==> src/rtl/row_pkg.sv <==
// Shared constants and output-state encoding for the row deserializer.
package row_pkg;

    localparam int ROW_WIDTH = 64;
    localparam int ROW_IDX_W = 6;

    typedef enum logic {
        O_EMPTY = 1'b0,
        O_FULL  = 1'b1
    } out_state_t;

endpackage

==> src/rtl/row_deserializer64_mod_counter.sv <==
// Modulo-N counter with synchronous clear; wrap flags the enabled step from N-1 back to 0.
import row_pkg::*;

module mod_counter #(
    parameter int N = ROW_WIDTH,
    parameter int W = $clog2(N)
) (
    input  logic         clk,
    input  logic         rst_n,
    input  logic         en,
    input  logic         clr,
    output logic [W-1:0] value,
    output logic         wrap
);

    localparam logic [W-1:0] LAST = W'(N - 1);

    assign wrap = en && (value == LAST);

    always_ff @(posedge clk or negedge rst_n) begin
        if (!rst_n) begin
            value <= '0;
        end else if (clr) begin
            value <= '0;
        end else if (en) begin
            value <= wrap ? '0 : value + 1'b1;
        end
    end

endmodule

==> src/rtl/row_deserializer64.sv <==
// MSB-first serial-to-parallel row assembler with a one-row output holding register.
module row_deserializer64
    import row_pkg::*;
#(
    parameter int WIDTH = ROW_WIDTH,
    parameter int IDX_W = ROW_IDX_W
) (
    input  logic             clk,
    input  logic             rst_n,
    input  logic             bit_in,
    input  logic             bit_valid,
    output logic             bit_ready,
    input  logic             flush,
    output logic [IDX_W-1:0] bit_index,
    output logic [WIDTH-1:0] word_out,
    output logic             word_valid,
    input  logic             word_ready
);

    localparam logic [IDX_W-1:0] LAST = IDX_W'(WIDTH - 1);

    logic [WIDTH-1:0] coll;
    logic [WIDTH-1:0] row_next;
    logic [IDX_W-1:0] wr_pos;
    logic             accept;
    logic             complete;
    out_state_t       state;
    out_state_t       state_next;

    assign word_valid = (state == O_FULL);

    // Only the final bit of a row has to wait for the output register to free up.
    assign bit_ready = !flush && !((bit_index == LAST) && word_valid && !word_ready);
    assign accept    = bit_valid && bit_ready;

    mod_counter #(.N(WIDTH), .W(IDX_W)) u_index (
        .clk   (clk),
        .rst_n (rst_n),
        .en    (accept),
        .clr   (flush),
        .value (bit_index),
        .wrap  (complete)
    );

    // The row including the bit being accepted now, so completion needs no extra cycle.
    always_comb begin
        wr_pos           = LAST - bit_index;
        row_next         = coll;
        row_next[wr_pos] = bit_in;
    end

    always_ff @(posedge clk or negedge rst_n) begin
        if (!rst_n) begin
            coll <= '0;
        end else if (accept) begin
            coll <= row_next;
        end
    end

    always_ff @(posedge clk or negedge rst_n) begin
        if (!rst_n) begin
            word_out <= '0;
        end else if (complete) begin
            word_out <= row_next;
        end
    end

    always_ff @(posedge clk or negedge rst_n) begin
        if (!rst_n) begin
            state <= O_EMPTY;
        end else begin
            state <= state_next;
        end
    end

    always_comb begin
        state_next = state;
        case (state)
            O_EMPTY: if (complete) state_next = O_FULL;
            O_FULL:  if (word_ready && !complete) state_next = O_EMPTY;
            default: state_next = O_EMPTY;
        endcase
    end

endmodule

==> config.mk <==
export PLATFORM = sky130hd
export DESIGN_NAME = row_deserializer64
export DESIGN_NICKNAME = d
export VERILOG_FILES = /design/src/rtl/row_pkg.sv /design/src/rtl/row_deserializer64_mod_counter.sv /design/src/rtl/row_deserializer64.sv
export SDC_FILE = /design/constraint.sdc
export NUM_CORES = 1
export LEC_CHECK = 0
export CAP_MARGIN = 30
export CORE_ASPECT_RATIO = 0.8
export CORE_MARGIN = 1
export CORE_UTILIZATION = 60
export CTS_CLUSTER_DIAMETER = 60
export DETAILED_ROUTE_END_ITERATION = 7
export PLACE_DENSITY = 0.83
export SLEW_MARGIN = 25
export SYNTH_ARGS = -nofsm -noshare
export SYNTH_HDL_FRONTEND = slang
export SYNTH_SLANG_ARGS = --single-unit
==> constraint.sdc <==
create_clock -name clk -period 2.99 [get_ports clk]
set_clock_uncertainty 0.15 [all_clocks]
set_input_delay 0.4485 -clock clk [delete_from_list [all_inputs] [get_ports clk]]
set_output_delay 0.4485 -clock clk [all_outputs]
set_load 0.03 [all_outputs]
* Yosys cells after proc, flatten, opt, wreduce, memory -nomap -nowiden
Index checks and enable logic that the tools add are counted.
** Storage, ports and cells
- Register bits :: 135
- Input port bits :: 6
- Logic and storage cells :: 31
** Cells by class
- $add $sub $neg :: 2
- Magnitude comparators :: 2
- Equality and inequality tests :: 1
- Multiplexer cells :: 9
- Bitwise gates (word level) :: 1
- Reductions and logical operators :: 12
** Operator list (count)
- 64-bit bitwise mux :: 1
- 6-bit 2-to-1 mux :: 3
- 1-bit logical AND :: 7
- 6-bit by 7-bit < comparator with 1-bit output (second input constant) :: 1
- 6-bit by 1-bit adder with 6-bit output (second input constant) :: 1
- 1-bit demux with 6-bit select :: 1
- 6-bit == test (second input constant) :: 1
- 6-bit by 1-bit >= comparator with 1-bit output (second input constant) :: 1
- 6-bit subtractor (first input constant) :: 1
- 1-bit zero test :: 4
- 1-bit 2-to-1 mux :: 3
- 1-bit one-hot mux with 2 select lines :: 1
- 2-bit nonzero test :: 1
- 1-bit NOT :: 1

* Logic depth before layout (Yosys ltp)
- Depth in word-level cells :: 11
- Gate-level depth with buffers :: 8
- Depth with buffers taken out :: 5

* Modules after synthesis
From an unflattened synthesis, not the netlist that was laid out.
** Unflattened totals
- Cell total of the unflattened synthesis :: 672
- Area, all modules :: 6866.6 µm²
** Modules (own cells, without submodules)
- row_deserializer64 :: times used 1, cells each 640, area an instance 6546.3 µm²
- mod_counter :: times used 1, cells each 32, area an instance 320.3 µm²

* Least setup slack after synthesis
Ideal clock, no wire load.
- Kind :: flip-flop to output port
- From :: register u_index.value[1]
- To :: output port bit_ready
- Arrival time :: 1639 ps
- Data required time :: 2392 ps
- Path slack :: 753 ps
- Stages on the path, launching flop included :: 6
- Cell sequence :: dfrtp_1 ha_1 nand3_1 nor4_2 buf_2 nor2_1
** Between the ends
- Word-level cells in the longest chain between the ends :: 5
** RTL lines
- from (decl) :: RTL line row_deserializer64_mod_counter.sv:12 : output logic [W-1:0] value,
- from (signal assigned) :: RTL line row_deserializer64_mod_counter.sv:26 : value <= wrap ? '0 : value + 1'b1;
- 6-bit == test :: RTL line row_deserializer64.sv:33 : assign bit_ready = !flush && !((bit_index == LAST) && word_valid && !word_ready);
- 1-bit logical AND (2 in series) :: RTL line row_deserializer64.sv:33
- 1-bit zero test :: RTL line row_deserializer64.sv:33
- 1-bit logical AND :: RTL line row_deserializer64.sv:33
- to (decl) :: RTL line row_deserializer64.sv:12 : output logic bit_ready,
Every way passes these cells.

* Worst setup path after layout
- From :: register u_index.value[0]
- To :: output port bit_ready
Same word-level chain as after synthesis.

==> metrics.md <==
| Metric | Value |
|---|---|
| HPWL after detailed placement | 9370 µm |
| Int Power | approximately 3.2 mW |
| Vias in the first global route | 4698 |
| CTS clock-pin slew for the worst setup and hold paths | 0.06 ns |
| Post-synth EDFFs | 0 |
| CTS tree | yes |
| Worst EP arrival | 2.28 ns |
| Fin. Hold Viols | 0 |
| Post-synth top area share | 50.5% |
| Antenna violations before repair | 0 |
| Starting Density | 61.7% |
| Initial DRT Pass Iterations | 5 |
| Routed WL | 14800 µm |
| Clk_lat worst skew | 0.42 ns |
| Antenna Nets Post-Route | 0 |
| Die W | 120 µm |
| Largest net degree at the start of global routing | 69 |
| Worst-Margin Slew | 0.709 ns |
| Crit Path Class | reg2out |
| Core area | 10800 µm² |
| Final Slew Violations | 0 |
| First-pass GRT wire length | 23800 µm |
| CTS root buf | clkbuf_16 |
| WP data required | 2.39 ns |
| DR vias/cell | 5.68 |
| CTS Buf Count | 17 |
| Nets | 717 |
| Psw | 1.13 mW |
| Clock Sinks | 135 |
| Area delta synth->final | 20.8% |
| Rows | 34 |
| I/O Pins | 78 |
| Synthesized area | 6700 µm² |
| Sequential fraction of the synthesis area | 50.5% |
| Reg power frac | 45.2% |
| Hold crit path type | reg2reg |
| Ant diodes | 0 |
| Status | completed |
| Overflow after GRT | 0 |
| Endpoints failing setup | 0 |
| Critical-path maximum fanout | 5 |
| Fill count | 721 |
| Final min period | 2.88 ns |
| Cells after Synth | ~650 |
| Gr usage total | between 20 and 30% |
| Mapped Nets | about 660 |
| #FFs+latches synth | 135 |
| Ys flop type | dfrtp_1 |
| Multi-input logic area | 2990 µm² |
| RSZ-0062 raised after global routing | false |
| H-tree Lvls | 4 |
| Pwr dens | 532 nW/µm² |
| Register area | between 3000 and 4000 µm² |
| Lkg Pwr | 3.70 nW |
| DRT iter0 DRCs | just under 400 |
| Post-synthesis async set-or-reset flop share | between 90% and 100% |
| Final hold slack | 0.349 ns |
| Top cells by area, synth | dfrtp_1 (50%), mux2_2 (9.9%), mux2i_1 (9.6%) |
| Max-Cap Viols | 0 |
| Fin worst setup slack | approximately 0.11 ns |
| Worst setup SP type | flip-flop |
| Switching share of power | 26.1% |
| Biggest area consumer among synthesized cells | dfrtp_1 |
| Crit share post-route | 96.3% |
| Port buffer count | 77 |
| Yosys Warn Count | 0 |
| Final Core Density | between 70% and 80% |
| Synth cell types | 49 |
| Placer Congestion | approximately 0.84 |
| Maximum clock rate | between 0.3 and 0.4 GHz |
| Critical path capture point type | output pin |
| Placement Setup Slack | 0.387 ns |
| Max_slew headroom | 52.8% |
| Worst vdd ir | approximately 360 µV |
| DR WL/cell | 17.1 µm |
| DIE HEIGHT | 96.5 µm |
| Die area | 11600 µm² |
| Clock buffer depth | 2 |
| Clock Power Share | 44.8% |
| Syn_area_per_cell | 10.3 µm² |
| Routed vias | 4923 |
| Comb power frac | around 10% |
| DRC violations left | 0 |
| Setup TNS | 0 ns |
| Layout cells sized above 1 | a little under a fifth |
worst max-delay path, cell delays in order (launching register included):
cell             delay (ns)
dfrtp_1                0.35
ha_1                   0.25
nand3_2                0.20
nor4_4                 0.39
nor2_1                 0.07
clkdlybuf4s50_1        0.60
Yosys cell counts, types with 2 or more instances:
library cell    n
nor4_2          2
a21oi_1        69
nand3b_2        2
nor3_2          2
buf_6           5
mux2i_1        64
buf_4          11
nand2_1        69
nor3_1          6
clkbuf_1       17
and2b_1         2
dfrtp_1       135
nand3_1         4
buf_2          19
nor4_1          2
nor2b_1         2
or2_1           2
nor2_1        125
nand2b_1        3
mux2_1          4
or3b_2          2
o21ai_0         3
and3b_1         3
or3_1           2
mux2_2         59
inv_1           2
nand3b_1        5
nor3b_2         5
clkbuf_8        2
power by group through the flow:
stage	Combinational (mW)	Sequential (mW)	Clock (mW)
3_5_place_dp	0.431	1.98	0
5_1_grt	0.465	1.95	2.04
3_3_place_gp	0.420	1.97	0
6_report	0.431	1.95	1.93
2_1_floorplan	0.146	2.07	0
4_1_cts	0.434	1.94	1.95
through the flow:
| step | std cells | total power [mW] | cell area [µm²] |
|---|---|---|---|
| detailed placement | 833 | 2.41 | 7510 |
| finish | 867 | 4.31 | 8090 |
| floorplan | 648 | 2.21 | 6700 |
| CTS | 866 | 4.33 | 8070 |
| global placement | 833 | 2.39 | 7510 |
| global route | 867 | 4.46 | 8090 |
sequential cells by signal, indices dropped and copies added (netlist names):
| signal | count |
|---|---|
| coll | 64 |
| word_out | 64 |
| u_index.value | 6 |
| word_valid | 1 |
per-layer routing:
metal  routed length [µm]  GRT usage [%]  vias to the layer above
li1                     -              -                     2315
met1                 6820           37.4                     2438
met2                 7080           43.0                      153
met3                  710           5.11                       17
met4                  176           8.44                        0
met5                    0              0                        -
cell families (layout without fill, tap and decap cells):
| family | Yosys count | after routing | synth area share [%] |
|---|---|---|---|
| DFF | 135 | 135 | 50.5 |
| AOI/OAI and AO/OA | 75 | 75 | 5.76 |
| muxes | 128 | 128 | 20.4 |
| and+or+nand+nor | 251 | 251 | 18.0 |
| buffers and inverters | 58 | 133 | 5.18 |
| adders and majority gates | 1 | 1 | 0.187 |
cells in the final DEF, fill, tap and decap left out, types with 2 or more instances in the layout:
| cell type | synthesis | routed |
|---|---|---|
| a21oi_1 | 69 | 69 |
| and2b_1 | 2 | 2 |
| and3b_1 | 3 | 3 |
| buf_12 | 0 | 4 |
| buf_4 | 11 | 18 |
| clkbuf_16 | 0 | 17 |
| clkbuf_8 | 2 | 2 |
| clkdlybuf4s50_1 | 0 | 75 |
| clkinv_2 | 0 | 3 |
| clkinv_4 | 0 | 3 |
| clkinvlp_4 | 0 | 4 |
| dfrtp_1 | 135 | 135 |
| inv_1 | 2 | 2 |
| inv_6 | 0 | 3 |
| mux2_1 | 4 | 4 |
| mux2_2 | 59 | 59 |
| mux2i_1 | 64 | 64 |
| nand2_1 | 69 | 69 |
| nand2b_1 | 3 | 3 |
| nand3_1 | 4 | 3 |
| nand3b_1 | 5 | 5 |
| nand3b_2 | 2 | 2 |
| nor2_1 | 125 | 125 |
| nor2b_1 | 2 | 2 |
| nor3_1 | 6 | 6 |
| nor3_2 | 2 | 2 |
| nor3b_2 | 5 | 5 |
| nor4_1 | 2 | 2 |
| nor4_4 | 0 | 2 |
| o21ai_0 | 3 | 3 |
| or2_1 | 2 | 2 |
| or3_1 | 2 | 2 |
| or3b_2 | 2 | 2 |
path summary, 6_finish.rpt:
| path | from | end | slack (ns) | cells past startpoint |
|---|---|---|---|---|
| setup reg to reg | u_index.value[0] | coll[1] | 0.68 | 5 |
| setup / recovery | u_index.value[0] | bit_ready | 0.11 | 5 |
| hold reg to reg | coll[21] | coll[21] | 0.35 | 1 |
| hold / removal | coll[21] | coll[21] | 0.35 | 1 |
| max in group asynchronous | rst_n | coll[40] | 1.40 | 3 |
| min in group asynchronous | rst_n | word_out[12] | 0.46 | 2 |
timing repair:
item                                   4_1_cts  5_1_grt
buffers inserted                             0        1
resized for setup                            0        2
hold buffers                                 1        0
setup endpoints to repair                    0        1
endpoints found under the hold margin       50        0
final cells by class:
type | count | share of cell area [%]
tap | 144 | 2.23
inverter | 2 | 0.0928
multi-input combinational | 455 | 37.0
clock inverter | 13 | 1.21
timing repair buffer | 99 | 12.1
clock buffer | 19 | 5.60
sequential | 135 | 41.8
(Power assumes the default switching activity.)
